--- config.mk ---
export PLATFORM = sky130hd
export DESIGN_NAME = regfile_wb_queue
export DESIGN_NICKNAME = d
export VERILOG_FILES = /design/src/rtl/wb_pkg.sv /design/src/rtl/wb_queue_mem.sv /design/src/rtl/regfile_wb_queue.sv
export SDC_FILE = /design/constraint.sdc
export NUM_CORES = 1
export LEC_CHECK = 0
export ABC_CLOCK_PERIOD_IN_PS = 6600
export CORE_AREA = 5 5 186 188
export DETAILED_ROUTE_END_ITERATION = 12
export DIE_AREA = 0 0 191 193
export DONT_BUFFER_PORTS = 1
export GPL_TIMING_DRIVEN = 0
export PLACE_DENSITY = 0.64
export SLEW_MARGIN = 25
export SYNTH_ARGS = -nofsm -noshare
export SYNTH_HDL_FRONTEND = slang
export SYNTH_SLANG_ARGS = --single-unit
--- constraint.sdc ---
create_clock -name Clk -period 6.6 [get_ports Clk]
set_clock_uncertainty 0.2 [all_clocks]
set_input_delay 1.32 -clock Clk [delete_from_list [all_inputs] [get_ports Clk]]
set_output_delay 1.32 -clock Clk [all_outputs]
set_load 0.02 [all_outputs]
--- src/rtl/wb_pkg.sv ---
// wb_pkg: shared widths, queue entry type and zero-register constant for the write-back queue
package wb_pkg;
    localparam int ADDR_W = 5;
    localparam int DATA_W = 32;
    typedef struct packed {
        logic [ADDR_W-1:0] addr;
        logic [DATA_W-1:0] data;
    } wb_entry_t;
    localparam logic [ADDR_W-1:0] ZERO_REG = '0;
endpackage

--- src/rtl/wb_queue_mem.sv ---
// wb_queue_mem: DEPTH-entry write-back storage with head read and per-entry valid vector
module wb_queue_mem import wb_pkg::*; #(
    parameter int DEPTH = 4
) (
    input  logic                       clk,
    input  logic                       rst,
    input  logic                       we,
    input  logic [$clog2(DEPTH)-1:0]   wptr,
    input  wb_entry_t                  wdata,
    input  logic                       re,
    input  logic [$clog2(DEPTH)-1:0]   rptr,
    output wb_entry_t                  head,
    output wb_entry_t                  entries [DEPTH],
    output logic [DEPTH-1:0]           valid
);
    always_ff @(posedge clk)
        if (we) entries[wptr] <= wdata;
    always_ff @(posedge clk) begin
        if (rst) valid <= '0;
        else begin
            if (we) valid[wptr] <= 1'b1;
            if (re) valid[rptr] <= 1'b0;
        end
    end
    assign head = entries[rptr];
endmodule

--- src/rtl/regfile_wb_queue.sv ---
// regfile_wb_queue: write-back queue with RAW forwarding; WB_DROP_R0_EN drops address-0 writes
module regfile_wb_queue #(
    parameter int DEPTH  = 4,
    parameter int ADDR_W = wb_pkg::ADDR_W,
    parameter int DATA_W = wb_pkg::DATA_W
) (
    input  logic                     Clk,
    input  logic                     Rst,
    input  logic                     In_Valid,
    output logic                     In_Ready,
    input  logic [ADDR_W-1:0]        In_Addr,
    input  logic [DATA_W-1:0]        In_Data,
    input  logic                     Gnt,
    output logic [ADDR_W-1:0]        Awr,
    output logic [DATA_W-1:0]        Din,
    output logic                     WrEn,
    input  logic [ADDR_W-1:0]        Ard1,
    input  logic [ADDR_W-1:0]        Ard2,
    output logic                     Fwd1_Hit,
    output logic [DATA_W-1:0]        Fwd1_Data,
    output logic                     Fwd2_Hit,
    output logic [DATA_W-1:0]        Fwd2_Data,
    output logic [$clog2(DEPTH):0]   Count
);
    localparam int PW = $clog2(DEPTH);
    logic [PW-1:0] wptr, rptr;
    logic push, pop;
    wb_pkg::wb_entry_t wdata, head;
    wb_pkg::wb_entry_t entries [DEPTH];
    logic [DEPTH-1:0] valid;
    assign In_Ready = !Rst && !Count[PW];
    assign pop = Gnt && Count != '0;
    assign wdata = '{addr: In_Addr, data: In_Data};
`ifdef WB_DROP_R0_EN
    assign push = In_Valid && In_Ready && In_Addr != wb_pkg::ZERO_REG;
`else
    assign push = In_Valid && In_Ready;
`endif
    wb_queue_mem #(.DEPTH(DEPTH)) u_mem (
        .clk(Clk), .rst(Rst), .we(push), .wptr(wptr), .wdata(wdata),
        .re(pop), .rptr(rptr), .head(head), .entries(entries), .valid(valid)
    );
    always_ff @(posedge Clk) begin
        if (Rst) begin
            wptr  <= '0;
            rptr  <= '0;
            Count <= '0;
            WrEn  <= 1'b0;
            Awr   <= '0;
            Din   <= '0;
        end else begin
            wptr  <= push ? wptr + PW'(1) : wptr;
            rptr  <= pop ? rptr + PW'(1) : rptr;
            Count <= Count + (PW+1)'(push) - (PW+1)'(pop);
            WrEn  <= pop;
            Awr   <= pop ? head.addr : Awr;
            Din   <= pop ? head.data : Din;
        end
    end
    function automatic logic [DATA_W:0] lookup(input logic [ADDR_W-1:0] a);
        logic [DATA_W:0] r;
        logic [PW-1:0] idx;
        r = (WrEn && Awr == a) ? {1'b1, Din} : '0;
        for (int k = 0; k < DEPTH; k++) begin
            idx = rptr + PW'(k);
            if (valid[idx] && entries[idx].addr == a) r = {1'b1, entries[idx].data};
        end
        return (a == wb_pkg::ZERO_REG) ? '0 : r;
    endfunction
    assign {Fwd1_Hit, Fwd1_Data} = lookup(Ard1);
    assign {Fwd2_Hit, Fwd2_Data} = lookup(Ard2);
endmodule

==> impl_metrics.toml, run 1 <==
[clocking]
cts.clk_slew.worst_paths_ns = 0.08
cts.path.max_buffers = 2
postCtsHoldBufs = 0
cts-htree-levels = 4
cts_tree = "done"
insertion_delay_ns = 0.48
root_buffer = "clkbuf_16"
cts_buffers = 17
cts_sinks = 197

[worst_setup_path]
rr_endpoint = "rptr[1]$_SDFFE_PP0P_"
reg2regPathDepth = 14
critical_path.most_common_cell = "buf_4"
crit_family = "buffers and inverters"
crit_buf_inv = 10
crit_required_ns = 5.08
cp-start-kind = "register"
path_cells = "buf_8, buf_6, buf_6, buf_8, buf_16, inv_1, ha_2, buf_4, mux4_2, xor2_1, a211oi_2, buf_4, o21a_1, buf_4, buf_4, a211oi_1, o311ai_2"
r2r-start = "rptr[0]$_SDFFE_PP0P_"
rrSetupSlack_ns = 2.53
path_max_fanout = 10
cpPeakStageDelay_ns = 0.58
crit_type = "register to output port"
crit_slowest_cell = "o311ai_2"
arrival_ns = 4.96
cp-end-kind = "output port"

[detailed_routing]
drt_iter0_markers = 2019
drc = 0
routed_via_density = 7.17
wirelength_um = 63000
postRouteAntennaNets = 0
first_pass_iters = 8
wl_per_cell_um = 33.5
vias = 13500

[place]
gp_congestion = 1.08
place_inst = 1845
io_buffer_count = 0
dp_hpwl_um = 45300
preCtsSetupSlack_ns = -0.808

[final_layout]
drive_above_1_share_pct = 23.2
final_cells = 1879
syn2layout_area_growth_pct = 11.3
fillers = 2987
diodes = 0
layout_commonest_cell = "edfxtp_1"
final_cell_mix = "edfxtp_1 (148), nand2_1 (98), mux2i_1 (91), mux4_2 (84), nand4_1 (84)"
fin_nets = 1480

[sta]
relSlewSlack_pct = 21.2
setup_viol = 0
report.final.slew_viol_count = 0
setup_ws_ns = 0.117
rsz0062_at_grt = "false"
hold_viol = 0
period_share_pct = 98.2
worstMarginPinSlew_ns = 1.18
final.min_clock_period_ns = 6.48
max_freq_mhz = 154

[floorplan]
initial_core_util_pct = 45.0
die_x_um = 191
coreArea_sq_um = 32900
num_io_pins = 159
dieArea_sq_um = 36900
die_y_um = 193
num_rows = 67

[global_routing]
grt_start_max_net_pins = 39
grt_pass1_vias = 13100
grt_overflow_total = 0
grt_util_all_layers_pct = 33.5
grt_pass1_wl_um = 90200
grt_antenna_before_repair = 1

[flow_run]
maxCapViolCount = 0

[synthesis]
synth_cells = 1393
avgSynthCellArea_sq_um = 10.7
ys_seq_area_share_pct = 36.6
synth-edff-count = 148
synth_seq_cells = 197
ys_warn_count = 0
synth_nets = 1455
netlist.top_cell.by_area = "edfxtp_1"
synth_top_area_share_pct = 30.0
synthArstFlopShare_pct = 0
synthFlopType = "edfxtp_1"
synth_area_sq_um = 14800
synth_cell_type_count = 56
synthTopCellsByArea = "edfxtp_1 (30%), mux4_2 (13%), dfxtp_1 (6.6%)"

[outcome]
outcome = "finished, final reports clean"

[hold_path]
min-delay-start = "u_mem.valid[2]$_SDFF_PP0_"
hold_path.class = "register to register"
min_path_cells = 2
whs_endpoint = "u_mem.valid[2]$_SDFF_PP0_"

[power_and_ir_drop]
p_leak_nw = 5.52
power.density_nw_per_um2 = 296
worst_ir_drop_vdd_v = 0.000253
==> Yosys cell counts (all sizes together) (22+ instances only) <==
master / number
o211ai: 22
a21oi: 49
xor2: 23
mux2i: 95
nor2: 57
xnor2: 33
a221oi: 61
mux4: 85
mux2: 29
nand2: 98
nand3: 69
inv: 29
clkbuf: 88
o311ai: 45
a31oi: 32
and3: 81
dfxtp: 49
edfxtp: 148
buf: 77
and2: 26
nand4: 84
==> per-layer routing <==
metal	global-route usage (%)	wire length, um
met5	0	0
met4	17.5	3660
met1	43.2	23800
met3	11.4	8060
met2	50.3	27500
==> area by class of cell <==
class	instances	area, sq um	share of cell area [%]
Multi-Input combinational cell	1002	8880	53.7
Sequential cell	197	5430	32.9
Buffer	163	862	5.22
Tap cell	448	561	3.39
Clock buffer	20	447	2.70
Clock inverter	12	119	0.720
Inverter	29	113	0.682
Timing Repair Buffer	8	109	0.659
==> where the power goes <==
| group | total [W] | internal, W | switching [W] |
|---|---|---|---|
| logic | 0.00215 | 0.000791 | 0.00136 |
| registers | 0.00167 | 0.00144 | 0.000225 |
| clock network | 0.00106 | 0.000538 | 0.000522 |
==> metrics by stage <==
stage	instance area [sq um]	util (%)	hold WS, ns	power (W)	setup TNS, ns
after floorplan	14800	-	0.287	0.00305	0
after global placement	15400	46.7	0.309	0.00370	-39.38
after detailed placement	15500	47.1	0.311	0.00374	-36.20
after CTS	16500	50.0	0.321	0.00481	0
after global routing	16500	50.1	0.365	0.00502	0
final	16500	50.1	0.341	0.00488	0
==> flip-flops by register name (all words and copies together) (netlist names) <==
name,flops
u_mem.entries,148
Din,32
Awr,5
u_mem.valid,4
Count,3
rptr,2
wptr,2
WrEn,1
==> worst min-delay path: stages (launching register included) <==
cell and delay (ns):
dfxtp_1 0.33, nor2_1 0.11, a211oi_1 0.06
==> what timing repair did <==
| item | 4_1_cts | 5_1_grt |
|---|---|---|
| setup endpoints to repair | 66 | 59 |
| pin swaps | 2 | 1 |
| gates resized for setup | 62 | 9 |
| setup buffers | 2 | 2 |
==> worst max-delay path by stage <==
stage	from	end	slack (ns)	cells after the start
2_1_floorplan	rptr[0]$_SDFFE_PP0P_	Fwd2_Data[4]	0.82	17
3_3_place_gp	rptr[0]$_SDFFE_PP0P_	Fwd1_Data[17]	-1.01	15
3_5_place_dp	rptr[0]$_SDFFE_PP0P_	Fwd1_Data[18]	-0.81	16
4_1_cts	rptr[1]$_SDFFE_PP0P_	Fwd2_Data[7]	0.02	13
5_1_grt	rptr[0]$_SDFFE_PP0P_	Fwd2_Data[7]	0.03	17
6_report	rptr[0]$_SDFFE_PP0P_	Fwd2_Data[7]	0.12	17
==> kinds of logic (layout without fill, tap and decap cells) <==
family	Yosys count	in the layout	share of synthesized area, %
multiplexers	209	209	21.6
buffers and inverters	194	232	6.33
AND/OR/NAND/NOR	460	460	16.4
flip-flops	197	197	36.6
XOR/XNOR	56	56	3.46
adder cells (fa/ha/maj)	11	11	0.978
AO/OA/AOI/OAI	266	266	14.7
No activity file was read; power rests on OpenSTA's default activity.
==> run 2, diff against run 1 <==
--- a/config.mk
+++ b/config.mk
@@ -6,12 +6,12 @@
 export NUM_CORES = 1
 export LEC_CHECK = 0
 export ABC_CLOCK_PERIOD_IN_PS = 6600
-export CORE_AREA = 5 5 186 188
+export CORE_AREA = 2 2 183 185
 export DETAILED_ROUTE_END_ITERATION = 12
-export DIE_AREA = 0 0 191 193
+export DIE_AREA = 0 0 185 187
 export DONT_BUFFER_PORTS = 1
 export GPL_TIMING_DRIVEN = 0
-export PLACE_DENSITY = 0.64
+export PLACE_DENSITY_LB_ADDON = 0.05
 export SLEW_MARGIN = 25
 export SYNTH_ARGS = -nofsm -noshare
 export SYNTH_HDL_FRONTEND = slang
==> impl_metrics.toml, run 2 (synthesis results as in run 1) <==
[global_routing]
grt_pass1_wl_um = 92400
grt_util_all_layers_pct = 37.5
grt_overflow_total = 0
grt_start_max_net_pins = 23
grt_antenna_before_repair = 0
grt_pass1_vias = 12900

[sta]
max_freq_mhz = 155
hold_viol = 0
tns_ns = 0
final.min_clock_period_ns = 6.43
period_share_pct = 97.5
rsz0062_at_grt = "false"
hold_ws_ns = 0.321
relSlewSlack_pct = 28.4
report.final.slew_viol_count = 0
worstMarginPinSlew_ns = 1.07
setup_viol = 0

[clocking]
postCtsHoldBufs = 0
cts.clk_slew.worst_paths_ns = 0.08
cts.path.max_buffers = 2
insertion_delay_ns = 0.48
root_buffer = "clkbuf_16"
cts_buffers = 17
cts_sinks = 197
cts_tree = "done"
cts-htree-levels = 4

[floorplan]
num_io_pins = 159
initial_core_util_pct = 45.1
coreArea_sq_um = 32900
dieArea_sq_um = 34600
die_y_um = 187
die_x_um = 185
num_rows = 67

[hold_path]
min_path_cells = 2
min-delay-start = "u_mem.valid[3]$_SDFF_PP0_"
whs_endpoint = "u_mem.valid[3]$_SDFF_PP0_"
hold_path.class = "register to register"

[final_layout]
top_regs = "u_mem.entries (148), Din (32), Awr (5)"
final_cell_mix = "edfxtp_1 (148), nand2_1 (98), mux2i_1 (91), mux4_2 (84), nand4_1 (84)"
drive_above_1_share_pct = 23.3
largest_reg_flops = 148
final_cells = 1879
layout_commonest_cell = "edfxtp_1"
syn2layout_area_growth_pct = 11.8
regMostFlops = "u_mem.entries"
diodes = 0
fin_nets = 1481

[worst_setup_path]
path_cells = "buf_8, buf_6, buf_6, buf_8, buf_16, inv_1, ha_4, buf_4, buf_4, buf_2, buf_2, buf_2, mux2i_1, nand3b_1, o311ai_4"
critical_path.most_common_cell = "buf_2"
path_max_fanout = 10
cp-end-kind = "output port"
arrival_ns = 4.91
cpPeakStageDelay_ns = 0.52
critical_path_depth = 15
crit_slowest_cell = "mux2i_1"
crit_type = "register to output port"
crit_family = "buffers and inverters"
cp-start-kind = "register"
reg2regPathDepth = 14
rr_endpoint = "rptr[1]$_SDFFE_PP0P_"
rrSetupSlack_ns = 2.58
crit_buf_inv = 11
crit_required_ns = 5.08
r2r-start = "rptr[0]$_SDFFE_PP0P_"

[outcome]
outcome = "finished, final reports clean"

[flow_run]
maxCapViolCount = 0

[detailed_routing]
first_pass_iters = 6
wl_per_cell_um = 34.6
drc = 0
wirelength_um = 65100
vias = 13500
routed_via_density = 7.21
drt_iter0_markers = 2162
postRouteAntennaNets = 0

[place]
place_inst = 1846
dp_hpwl_um = 46200
gp_congestion = 1.02
io_buffer_count = 0

[power_and_ir_drop]
power.density_nw_per_um2 = 299
power.total_w = 0.00496
worst_ir_drop_vdd_v = 0.000225
p_leak_nw = 5.54
==> run 2: cell types whose count changed in the layout (fill, tap and decap cells not counted), moves of 2 or more <==
| cell | delta |
|---|---|
| buf_12 | +2 |
| inv_6 | -2 |
| clkbuf_1 | -3 |
| o311ai_4 | +3 |
| o311ai_2 | -3 |
==> run 2: per-stage QoR <==
step	instance area [sq um]	util [%]	setup WS, ns
2_1_floorplan	14800	-	0.816
3_3_place_gp	15400	46.9	-1.08
3_5_place_dp	15500	47.3	-0.737
4_1_cts	16500	50.3	0.00242
5_1_grt	16600	50.5	0.0502
6_report	16600	50.5	0.165
==> run 2: worst max-delay path by stage <==
stage	startpoint	end	slack [ns]
global placement	rptr[0]$_SDFFE_PP0P_	Fwd1_Data[17]	-1.08
finish	rptr[0]$_SDFFE_PP0P_	Fwd2_Data[23]	0.17
CTS	rptr[0]$_SDFFE_PP0P_	Fwd2_Data[7]	0.002
global route	rptr[0]$_SDFFE_PP0P_	Fwd2_Data[4]	0.05
detailed placement	rptr[0]$_SDFFE_PP0P_	Fwd2_Data[27]	-0.74
floorplan	rptr[0]$_SDFFE_PP0P_	Fwd2_Data[4]	0.82
==> run 2: metal layers <==
metal	global-route usage [%]	vias up	share of wire (%)
met3	12.3	187	12
met5	2.57	-	0.18
met1	50.5	6807	40
met4	16.8	2	4.8
met2	54.7	969	44
li1	-	5579	-
==> run 2: timing repair <==
item	4_1_cts	5_1_grt
pin swaps	8	3
gates resized for setup	67	10
endpoints found under the setup margin	66	66
cloned	0	0
buffers inserted	1	2
==> run 2: final cells by class <==
class | count | area, sq um
multi-input combinational | 1002 | 8930
clock buffer | 17 | 425
tap | 448 | 561
fill | 3052 | 16300
timing repair buffer | 8 | 110
inverter | 29 | 109
sequential | 197 | 5430
buffer | 164 | 871
clock inverter | 14 | 151
==> run 2: worst register-to-register path: stages (launching register included) <==
cell and delay, ns:
dfxtp_2 0.43, buf_8 0.20, buf_6 0.20, buf_6 0.23, buf_8 0.22, buf_16 0.14
inv_1 0.09, ha_4 0.33, buf_4 0.20, buf_4 0.23, buf_2 0.35, buf_2 0.40
buf_2 0.45, nand2_1 0.12, a21oi_1 0.16
==> run 2: power breakdown <==
group          internal (W)  leakage (nW)  switching (W)
Combinational      0.000797          3.52        0.00141
Clock              0.000561         0.281       0.000526
Sequential          0.00144          1.74       0.000221
Total               0.00280          5.54        0.00216
